### src/rtl/tetris_sched.sv
// +--------------------------------------------------------------------------+
// | tetris_sched: arbitrates keys, gravity and garbage bars onto tetris ctrl. |
// | Option: TETRIS_SCHED_DROP_FLUSH_EN (key DROP empties key FIFO). Rev 1.0   |
// +--------------------------------------------------------------------------+
`default_nettype none

package enum_type;
  typedef enum logic [3:0] {
    NONE, INIT, GEN, WAIT, LEFT, RIGHT, ROTATE, ROTATE_REV,
    DOWN, DROP, HOLD, MCHECK, RCHECK, BAR, CLEAR, END
  } state_type;
endpackage

module tetris_sched
  import enum_type::*;
#(
  parameter int GRAVITY_TICKS = 50_000_000,
  parameter int KEY_DEPTH     = 4,
  parameter int BAR_DEPTH     = 4
) (
  input  logic        clk,
  input  logic        reset_n,
  input  state_type   game_state,
  input  logic        start,
  input  logic        pause,
  input  logic        key_valid,
  input  state_type   key_cmd,
  output logic        key_ready,
  input  logic        bar_valid,
  input  logic [9:0]  bar_in,
  output logic        bar_ready,
  output state_type   ctrl,
  output logic [9:0]  bar_mask,
  output logic        issued,
  output logic [1:0]  issue_src
);

  localparam int KAW = $clog2(KEY_DEPTH);
  localparam int BAW = $clog2(BAR_DEPTH);
  localparam int CW  = $clog2(GRAVITY_TICKS);
  localparam logic [CW-1:0] GRAV_LAST = CW'(GRAVITY_TICKS - 1);
  localparam logic [CW-1:0] GRAV_ONE  = CW'(1);
  localparam logic [KAW:0]  KPTR_ONE  = (KAW + 1)'(1);
  localparam logic [BAW:0]  BPTR_ONE  = (BAW + 1)'(1);

  localparam logic [1:0] SRC_KEY   = 2'd0;
  localparam logic [1:0] SRC_GRAV  = 2'd1;
  localparam logic [1:0] SRC_BAR   = 2'd2;
  localparam logic [1:0] SRC_START = 2'd3;

  typedef enum logic [1:0] {S_IDLE, S_ISSUE, S_HOLD_BAR} fsm_t;

  fsm_t        st_q, st_d;
  state_type   ctrl_q, ctrl_d;
  logic [9:0]  mask_q, mask_d;
  logic        issued_q, issued_d;
  logic [1:0]  src_q, src_d;
  logic        start_pend_q, start_pend_d;
  logic        grav_pend_q, grav_pend_d;
  logic [CW-1:0] grav_cnt_q, grav_cnt_d;

  state_type   key_mem_q [KEY_DEPTH];
  logic [KAW:0] key_wr_q, key_rd_q;
  logic [9:0]  bar_mem_q [BAR_DEPTH];
  logic [BAW:0] bar_wr_q, bar_rd_q;

  logic        key_empty, key_full, bar_empty, bar_full;
  logic        key_push, key_pop, key_flush;
  logic        bar_push, bar_pop, bar_flush;
  state_type   key_head;
  logic [9:0]  bar_head;
  logic        start_go, play_go, issue_go, key_moves_piece_down;
  logic [1:0]  sel_src;
  state_type   sel_cmd;
  logic        grav_run;

  function automatic logic is_move(input state_type c);
    case (c)
      LEFT, RIGHT, ROTATE, ROTATE_REV, DOWN, DROP, HOLD: is_move = 1'b1;
      default:                                           is_move = 1'b0;
    endcase
  endfunction

  assign key_empty = (key_wr_q == key_rd_q);
  assign key_full  = (key_wr_q[KAW] != key_rd_q[KAW]) &&
                     (key_wr_q[KAW-1:0] == key_rd_q[KAW-1:0]);
  assign bar_empty = (bar_wr_q == bar_rd_q);
  assign bar_full  = (bar_wr_q[BAW] != bar_rd_q[BAW]) &&
                     (bar_wr_q[BAW-1:0] == bar_rd_q[BAW-1:0]);
  assign key_head  = key_mem_q[key_rd_q[KAW-1:0]];
  assign bar_head  = bar_mem_q[bar_rd_q[BAW-1:0]];

  assign key_ready = !key_full;
  assign bar_ready = !bar_full;

  // Start lives only in INIT/END, play issues only in WAIT, so they never collide.
  assign start_go = (st_q == S_IDLE) && (ctrl_q == NONE) && start_pend_q &&
                    ((game_state == INIT) || (game_state == END));
  assign play_go  = (st_q == S_IDLE) && (ctrl_q == NONE) && !pause &&
                    (game_state == WAIT) && (!bar_empty || grav_pend_q || !key_empty);
  assign issue_go = start_go || play_go;

  always_comb begin
    sel_src = SRC_KEY;
    sel_cmd = NONE;
    if (start_go) begin
      sel_src = SRC_START;
      sel_cmd = DOWN;
    end else if (!bar_empty) begin
      sel_src = SRC_BAR;
      sel_cmd = BAR;
    end else if (grav_pend_q) begin
      sel_src = SRC_GRAV;
      sel_cmd = DOWN;
    end else begin
      sel_src = SRC_KEY;
      sel_cmd = key_head;
    end
  end

  assign key_pop  = issue_go && (sel_src == SRC_KEY);
  assign bar_pop  = issue_go && (sel_src == SRC_BAR);
  assign key_moves_piece_down = key_pop && ((key_head == DOWN) || (key_head == DROP));

`ifdef TETRIS_SCHED_DROP_FLUSH_EN
  assign key_flush = (game_state == INIT) || (key_pop && (key_head == DROP));
`else
  assign key_flush = (game_state == INIT);
`endif
  assign bar_flush = (game_state == INIT);

  assign key_push = key_valid && !key_full && is_move(key_cmd) && !key_flush;
  assign bar_push = bar_valid && !bar_full && (bar_in != 10'd0) && !bar_flush;

  always_ff @(posedge clk) begin
    if (key_push) key_mem_q[key_wr_q[KAW-1:0]] <= key_cmd;
    if (bar_push) bar_mem_q[bar_wr_q[BAW-1:0]] <= bar_in;
  end

  always_ff @(posedge clk or negedge reset_n) begin
    if (!reset_n) begin
      key_wr_q <= '0;
      key_rd_q <= '0;
      bar_wr_q <= '0;
      bar_rd_q <= '0;
    end else begin
      if (key_flush) begin
        key_wr_q <= '0;
        key_rd_q <= '0;
      end else begin
        if (key_push) key_wr_q <= key_wr_q + KPTR_ONE;
        if (key_pop)  key_rd_q <= key_rd_q + KPTR_ONE;
      end
      if (bar_flush) begin
        bar_wr_q <= '0;
        bar_rd_q <= '0;
      end else begin
        if (bar_push) bar_wr_q <= bar_wr_q + BPTR_ONE;
        if (bar_pop)  bar_rd_q <= bar_rd_q + BPTR_ONE;
      end
    end
  end

  assign grav_run = (game_state != INIT) && (game_state != END) && !pause;

  always_comb begin
    grav_cnt_d  = grav_cnt_q;
    grav_pend_d = grav_pend_q;
    if (issue_go && (sel_src == SRC_GRAV)) grav_pend_d = 1'b0;
    if (grav_run) begin
      if (grav_cnt_q == GRAV_LAST) begin
        grav_cnt_d  = '0;
        grav_pend_d = 1'b1;
      end else begin
        grav_cnt_d  = grav_cnt_q + GRAV_ONE;
      end
    end
    if (key_moves_piece_down || (game_state == GEN)) begin
      grav_cnt_d  = '0;
      grav_pend_d = 1'b0;
    end
    if (game_state == INIT) grav_pend_d = 1'b0;
  end

  always_comb begin
    start_pend_d = start_pend_q;
    if (start) start_pend_d = 1'b1;
    else if (start_go && (game_state == INIT)) start_pend_d = 1'b0;
  end

  always_comb begin
    st_d     = st_q;
    ctrl_d   = NONE;
    issued_d = 1'b0;
    src_d    = src_q;
    mask_d   = mask_q;
    case (st_q)
      S_IDLE: begin
        if (issue_go) begin
          st_d     = S_ISSUE;
          ctrl_d   = sel_cmd;
          issued_d = 1'b1;
          src_d    = sel_src;
          if (sel_src == SRC_BAR) mask_d = bar_head;
        end
      end
      S_ISSUE: st_d = (src_q == SRC_BAR) ? S_HOLD_BAR : S_IDLE;
      S_HOLD_BAR: begin
        if (game_state != BAR) begin
          mask_d = '0;
          st_d   = S_IDLE;
        end
      end
      default: st_d = S_IDLE;
    endcase
  end

  always_ff @(posedge clk or negedge reset_n) begin
    if (!reset_n) begin
      st_q         <= S_IDLE;
      ctrl_q       <= NONE;
      mask_q       <= '0;
      issued_q     <= 1'b0;
      src_q        <= SRC_KEY;
      start_pend_q <= 1'b0;
      grav_pend_q  <= 1'b0;
      grav_cnt_q   <= '0;
    end else begin
      st_q         <= st_d;
      ctrl_q       <= ctrl_d;
      mask_q       <= mask_d;
      issued_q     <= issued_d;
      src_q        <= src_d;
      start_pend_q <= start_pend_d;
      grav_pend_q  <= grav_pend_d;
      grav_cnt_q   <= grav_cnt_d;
    end
  end

  assign ctrl      = ctrl_q;
  assign bar_mask  = mask_q;
  assign issued    = issued_q;
  assign issue_src = src_q;

endmodule

`default_nettype wire

### config.mk
export PLATFORM = sky130hd
export DESIGN_NAME = tetris_sched
export DESIGN_NICKNAME = d
export VERILOG_FILES = /design/src/rtl/tetris_sched.sv
export SDC_FILE = /design/constraint.sdc
export NUM_CORES = 1
export LEC_CHECK = 0
export BUFFER_PORTS_ARGS = -buffer_cell sky130_fd_sc_hd__clkbuf_2
export CAP_MARGIN = 10
export CORE_AREA = 2 2 114 127
export DETAILED_ROUTE_END_ITERATION = 7
export DIE_AREA = 0 0 116 129
export GPL_ROUTABILITY_DRIVEN = 0
export MAX_ROUTING_LAYER = met4
export PLACE_DENSITY = 0.67
export REMOVE_ABC_BUFFERS = 1
export SYNTH_ARGS = -nofsm -noshare
export SYNTH_HDL_FRONTEND = slang
export SYNTH_SLANG_ARGS = --single-unit
### constraint.sdc
create_clock -name clk -period 2 [get_ports clk]
set_input_delay 0.1 -clock clk [delete_from_list [all_inputs] [get_ports clk]]
set_output_delay 0.1 -clock clk [all_outputs]
set_load 0.02 [all_outputs]
Word-level counts from Yosys, hierarchy flattened
Memories as Yosys holds them, arrays and structs flattened.
Cells that the tools add are included.
{"block": "classes", "n_mux": 41, "add_sub_neg": 5, "eq_ne": 31, "n_reduce_logical": 48}
{"cell": "2-to-1 mux 26 bit", "n": 3}
{"cell": "2-to-1 mux 10 bit", "n": 3}
{"cell": "adder 26 x 1 -> 26 bit, second input constant", "n": 1}
{"cell": "equality test 26 bit, second input constant", "n": 1}
{"cell": "equality test 4 bit, second input constant", "n": 6}
{"cell": "2-to-1 mux 3 bit", "n": 8}
{"cell": "logical AND 1 bit", "n": 21}
{"cell": "2-to-1 mux 4 bit", "n": 5}
{"cell": "case mux 10 bit (2 select lines)", "n": 1}
{"cell": "equality test 4 x 3 -> 1 bit, second input constant", "n": 4}
{"cell": "2-to-1 mux 1 bit", "n": 15}
{"cell": "nonzero test 2 bit", "n": 7}
{"cell": "adder 3 x 1 -> 3 bit, second input constant", "n": 4}
{"cell": "2-to-1 mux 2 bit", "n": 5}
{"cell": "nonzero test 10 bit", "n": 1}
{"cell": "equality test 4 x 2 -> 1 bit, second input constant", "n": 2}
{"cell": "!= test 4 bit, second input constant", "n": 2}
{"cell": "OR reduction 7 bit", "n": 1}
{"cell": "equality test 2 bit, second input constant", "n": 3}
{"cell": "equality test 3 bit", "n": 2}
{"cell": "logical NOT 1 bit", "n": 6}
{"cell": "logical OR 1 bit", "n": 6}
{"cell": "case mux 2 bit (3 select lines)", "n": 1}
{"cell": "equality test 2 x 1 -> 1 bit, second input constant", "n": 2}
{"cell": "other kinds (10)", "n": 15}
{"block": "word_totals", "ramBits": 56, "mem_count": 2, "output_inout_bits": 19, "input_bits": 24, "elab_cells": 139, "reg_bits": 59}
{"name": "bar_mem_q", "depth": 4, "width": 10, "rd": 1, "rd_ports_with_merged_regs": 0, "write_ports": 1, "line_no": "64", "rtl": "logic [9:0] bar_mem_q [BAR_DEPTH];"}
{"name": "key_mem_q", "depth": 4, "width": 4, "rd": 1, "rd_ports_with_merged_regs": 0, "write_ports": 1, "line_no": "62", "rtl": "state_type key_mem_q [KEY_DEPTH];"}

Longest topological paths before layout
{"block": "logic_depth", "ltp_word": 12, "ltp_mapped": 8, "mapped_depth_nobuf": 6}

Worst setup path before layout
No wires, ideal clock.
{"block": "synth_timing", "path_kind": "reg-to-reg", "startpoint": "register grav_cnt_q[0]", "endpoint": "register grav_cnt_q[10]", "path_slack_ps": -243, "path_buffers": 2, "setup_time_ps": 123, "required_time_ps": 1877, "path_stages_with_launch": 8, "period_less_slack_ps": 2243, "arrival_ps": 2120, "path_cell_list": "dfrtp_1 ha_1 and4_1 buf_2 or4b_1 nor4_2 buf_2 nor3_1"}
{"block": "synth_between", "elab_chain_len": 4, "elab_cells_between_ends": 5, "cone_classes": "add/sub: 1; eq/ne: 1; mux: 3"}
{"element": "from (decl)", "line_no": "60", "rtl": "logic [CW-1:0] grav_cnt_q, grav_cnt_d;"}
{"element": "from (signal assigned)", "line_no": "236", "rtl": "grav_cnt_q <= grav_cnt_d;"}
{"element": "adder 26 x 1 -> 26 bit / equality test 26 bit (equally long branches)", "line_no": "175, 171"}
{"element": "2-to-1 mux 26 bit (*)", "line_no": "171", "rtl": "if (grav_cnt_q == GRAV_LAST) begin"}
{"element": "2-to-1 mux 26 bit (*)", "line_no": "170", "rtl": "if (grav_run) begin"}
{"element": "2-to-1 mux 26 bit (*)", "line_no": "178", "rtl": "if (key_moves_piece_down || (game_state == GEN)) begin"}
Mark *: on every way between the ends. The rest lies on a longest branch, timed or not. The select of a mux whose other input is x is not followed.
A chain may end at the register's enable or synchronous reset.

Worst setup path after layout
{"block": "layout_timing", "startpoint": "register ctrl_q[1], in the netlist ctrl[1]", "endpoint": "register grav_cnt_q[13]"}
{"block": "layout_between", "elab_chain_len": 10, "elab_cells_between_ends": 15, "cone_classes": "mux: 2; reduce/logical: 13"}
{"element": "from (decl)", "line_no": "54", "rtl": "state_type ctrl_q, ctrl_d;"}
{"element": "from (signal assigned)", "line_no": "230", "rtl": "ctrl_q <= ctrl_d;"}
{"element": "logical NOT 4 bit (*)", "line_no": "97, 99"}
{"element": "logical AND 1 bit (*)", "line_no": "97, 99"}
{"element": "logical AND 1 bit (on tied branches) (2 in a row)", "line_no": "97, 99"}
{"element": "2-to-1 mux 2 bit / logical AND 1 bit (equally long branches)", "line_no": "106, 100"}
{"element": "logical NOT 2 bit / logical OR 1 bit (equally long branches)", "line_no": "121, 101"}
{"element": "logical AND 1 bit (*)", "line_no": "121", "rtl": "assign key_pop = issue_go && (sel_src == SRC_KEY);"}
{"element": "logical AND 1 bit (*)", "line_no": "123", "rtl": "assign key_moves_piece_down = key_pop && ((key_head == DOWN) || (key_head == DROP));"}
{"element": "logical OR 1 bit (*)", "line_no": "178"}
{"element": "2-to-1 mux 26 bit / nonzero test 2 bit (equally long branches)"}
Mark *: on every way between the ends. The rest lies on a longest branch, timed or not.

==> results.cfg <==
[die]
start_util_pct = 38.6
die_x_microns = 116
die_h_microns = 129
die_area_sq_um = 15000
num_rows = 45
io_pins = 43
core_sq_um = 13600

[route]
viasPerCell = 5.19
top_layer_used = met4
drt_pre_antenna_iters = 4
m1WireLength_mm = 4.71
dr_wl_met3_microns = 400
wirelength_mm = 11.8
wl_met2_mm = 6.41
drc = 0
routedWlPerCell_microns = 16.4
ant_nets = 0
drt_iter0_markers = 120
vias = 3724

[setup_path]
worstPathRequired_ns = 2.29
critPathKind = reg -> reg
worstReg2RegStart = ctrl[1]$_DFF_PN0_
cp_max_fo = 7
timing.rr.end = grav_cnt_q[13]$_DFFE_PN0P_
crit_path_start = ctrl[1]$_DFF_PN0_
cp-start-kind = flip-flop
cp.arrival_ns = 2.33
reg2reg_slack_ns = -0.04
end_kind = flip-flop
r2r_cells = 7

[layout]
layout_common_cells = 59 x dfrtp_1, 56 x edfxtp_1, 46 x buf_4, 42 x clkbuf_2, 24 x nand2_1
final_common_cell = dfrtp_1
num_antenna_cells = 0
final_area_sq_um = 7010
final_util_pct = 51.4
layout-drive-gt1-share_pct = 34.0
area_growth_pct = 33.3
final_nets = 551

[global_routing]
grtUsageTotal_pct = 16.9
grt_pass1_vias = 3781
antenna_found_initial = 0
grt_max_degree = 60
grt_pass1_wl_mm = 18.5
overflow = 0

[synthesis]
yosysWarningCount = 0
synth_seq_cells = 115
synth.distinct_cells = 51
yosysSeqAreaShare_pct = 60.1
syn_area_sq_um = 5260
syn_inst = 398
syn_area_per_cell_sq_um = 13.2

[clock_network]
cts_tree = done
clk_root_buffer_cell = clkbuf_16
ctsLongestPathBuffers = 2
cts-buffers-inserted = 17
clk_pin_slew_ns = 0.06
insertion_delay_ns = 0.41
cts.htree.levels = 4
clkSinkCount = 115

[outcome]
violations = setup timing
status = finished with violations

[sta]
setup_tns_ns = -0.619
layout_min_cycle_time_ns = 2.04
drv_slew = 0
grt_setup_unrepaired = true
finClkSkew_ns = 0.00629
finalSetupViolCount = 23
finalHoldViolations = 0
relSlewSlack_pct = 48.1
tightest_slew_ns = 0.778
clock.fmax_ghz = 0.489
fin_ws_ns = -0.0443
fin_crit_sh_pct = 102

[place]
dp_hpwl_mm = 7.54
placed_area_sq_um = 5960
port_buffers = 42

[power]
p_leak_nw = 2.87
p_total_w = 0.00794
peakVddDrop_mv = 0.598
cellPowerDensity_nw_per_um2 = 1130

[hold_path]
whs_endpoint = key_wr_q[2]$_DFFE_PN0P_
min-delay-start = key_valid
hold_class = in -> reg
hold_path_depth = 4

[flow_run]
maxCapViolCount = 0
==> power breakdown <==
group	switching, W	internal [W]
Sequential	0.000213	0.00290
Combinational	0.00101	0.000874
Clock	0.00110	0.00184
Total	0.00232	0.00562
==> timing repair <==
action	CTS	global route
cloned	1	4
gates resized for setup	16	29
buffers inserted	3	6
pin swaps	3	22
setup endpoints to repair	46	81
endpoints found under the hold margin	116	0
hold buffers	16	0
==> worst max-delay path: stages (launching register included) <==
cell	delay, ns
dfrtp_1	0.38
or4_4	0.56
nor4_4	0.14
buf_4	0.18
nand4_4	0.09
o22ai_4	0.28
clkbuf_16	0.24
a31oi_1	0.05
==> per-layer routing <==
layer / up-vias / global-route usage, %
met5: - / -
met2: 60 / 28.0
met3: 20 / 4.33
met1: 1891 / 18.6
met4: 0 / 8.89
li1: 1753 / -
==> stage by stage <==
step / setup WS, ns / instances / hold WS (ns)
floorplan: -0.466 / 383 / -0.196
global placement: -0.102 / 656 / 0.296
detailed placement: -0.170 / 656 / 0.295
CTS: -0.0234 / 708 / 0.0291
global route: -0.127 / 717 / 0.0372
finish: -0.0443 / 717 / 0.0398
==> final cells by class <==
type / count / area [sq um]
Inverter: 5 / 18.8
Multi-Input combinational cell: 264 / 2160
Timing Repair Buffer: 113 / 853
Clock inverter: 15 / 158
Sequential cell: 115 / 3160
Clock buffer: 17 / 425
Tap cell: 188 / 235
Fill cell: 1179 / 6620
==> cell families after synthesis <==
| logic type | synth area share (%) |
|---|---|
| xor+xnor | 5.00 |
| flops | 60.1 |
| mux | 6.98 |
| buf+inv | 1.81 |
| fa+ha+maj | 2.62 |
| compound gates | 5.48 |
| simple gates | 18.0 |
==> sequential cells by signal (all words and copies together), names as in the netlist, 2 cells and up <==
signal	count
key_rd_q	3
bar_mask	10
bar_rd_q	3
issue_src	2
key_mem_q	16
key_wr_q	3
bar_mem_q	40
bar_wr_q	3
st_q	2
ctrl	4
grav_cnt_q	26
==> worst max path at each step <==
stage / endpoint / slack (ns) / depth (start not counted)
final: grav_cnt_q[13]$_DFFE_PN0P_ / -0.04 / 7
after global routing: grav_cnt_q[22]$_DFFE_PN0P_ / -0.13 / 8
after CTS: grav_cnt_q[13]$_DFFE_PN0P_ / -0.02 / 6
after detailed placement: bar_mask[7]$_DFFE_PN0P_ / -0.17 / 5
after global placement: bar_mask[6]$_DFFE_PN0P_ / -0.10 / 5
after floorplan: grav_pend_q$_DFF_PN0_ / -0.47 / 6
==> synthesized netlist by cell type (all sizes together) <==
cell type / n / area (sq um)
a211oi: 3 / 22.5
a21boi: 1 / 7.51
a21o: 1 / 7.51
a21oi: 10 / 53.8
a22o: 10 / 87.6
a31oi: 3 / 18.8
a41o: 1 / 10.0
and2: 6 / 37.5
and3: 11 / 68.8
and3b: 1 / 8.76
and4: 5 / 43.8
and4b: 1 / 10.0
buf: 6 / 42.5
clkbuf: 9 / 33.8
dfrtp: 59 / 1480
edfxtp: 56 / 1680
ha: 11 / 138
inv: 5 / 18.8
mux2: 1 / 11.3
mux2i: 4 / 40.0
mux4: 14 / 315
nand2: 25 / 93.8
nand2b: 4 / 25.0
nand3: 21 / 105
nand3b: 1 / 7.51
nand4: 16 / 115
nor2: 24 / 90.1
nor2b: 1 / 6.26
nor3: 20 / 105
nor3b: 1 / 7.51
nor4: 10 / 83.8
nor4b: 1 / 23.8
nor4bb: 1 / 10.0
o211ai: 1 / 7.51
o21a: 1 / 7.51
o21ai: 6 / 30.0
o22ai: 1 / 20.0
o31ai: 2 / 15.0
or2: 1 / 6.26
or3: 8 / 50.1
or3b: 2 / 17.5
or4: 1 / 11.3
or4b: 2 / 20.0
xnor2: 12 / 105
xor2: 18 / 158
(Power assumes the default switching activity.)
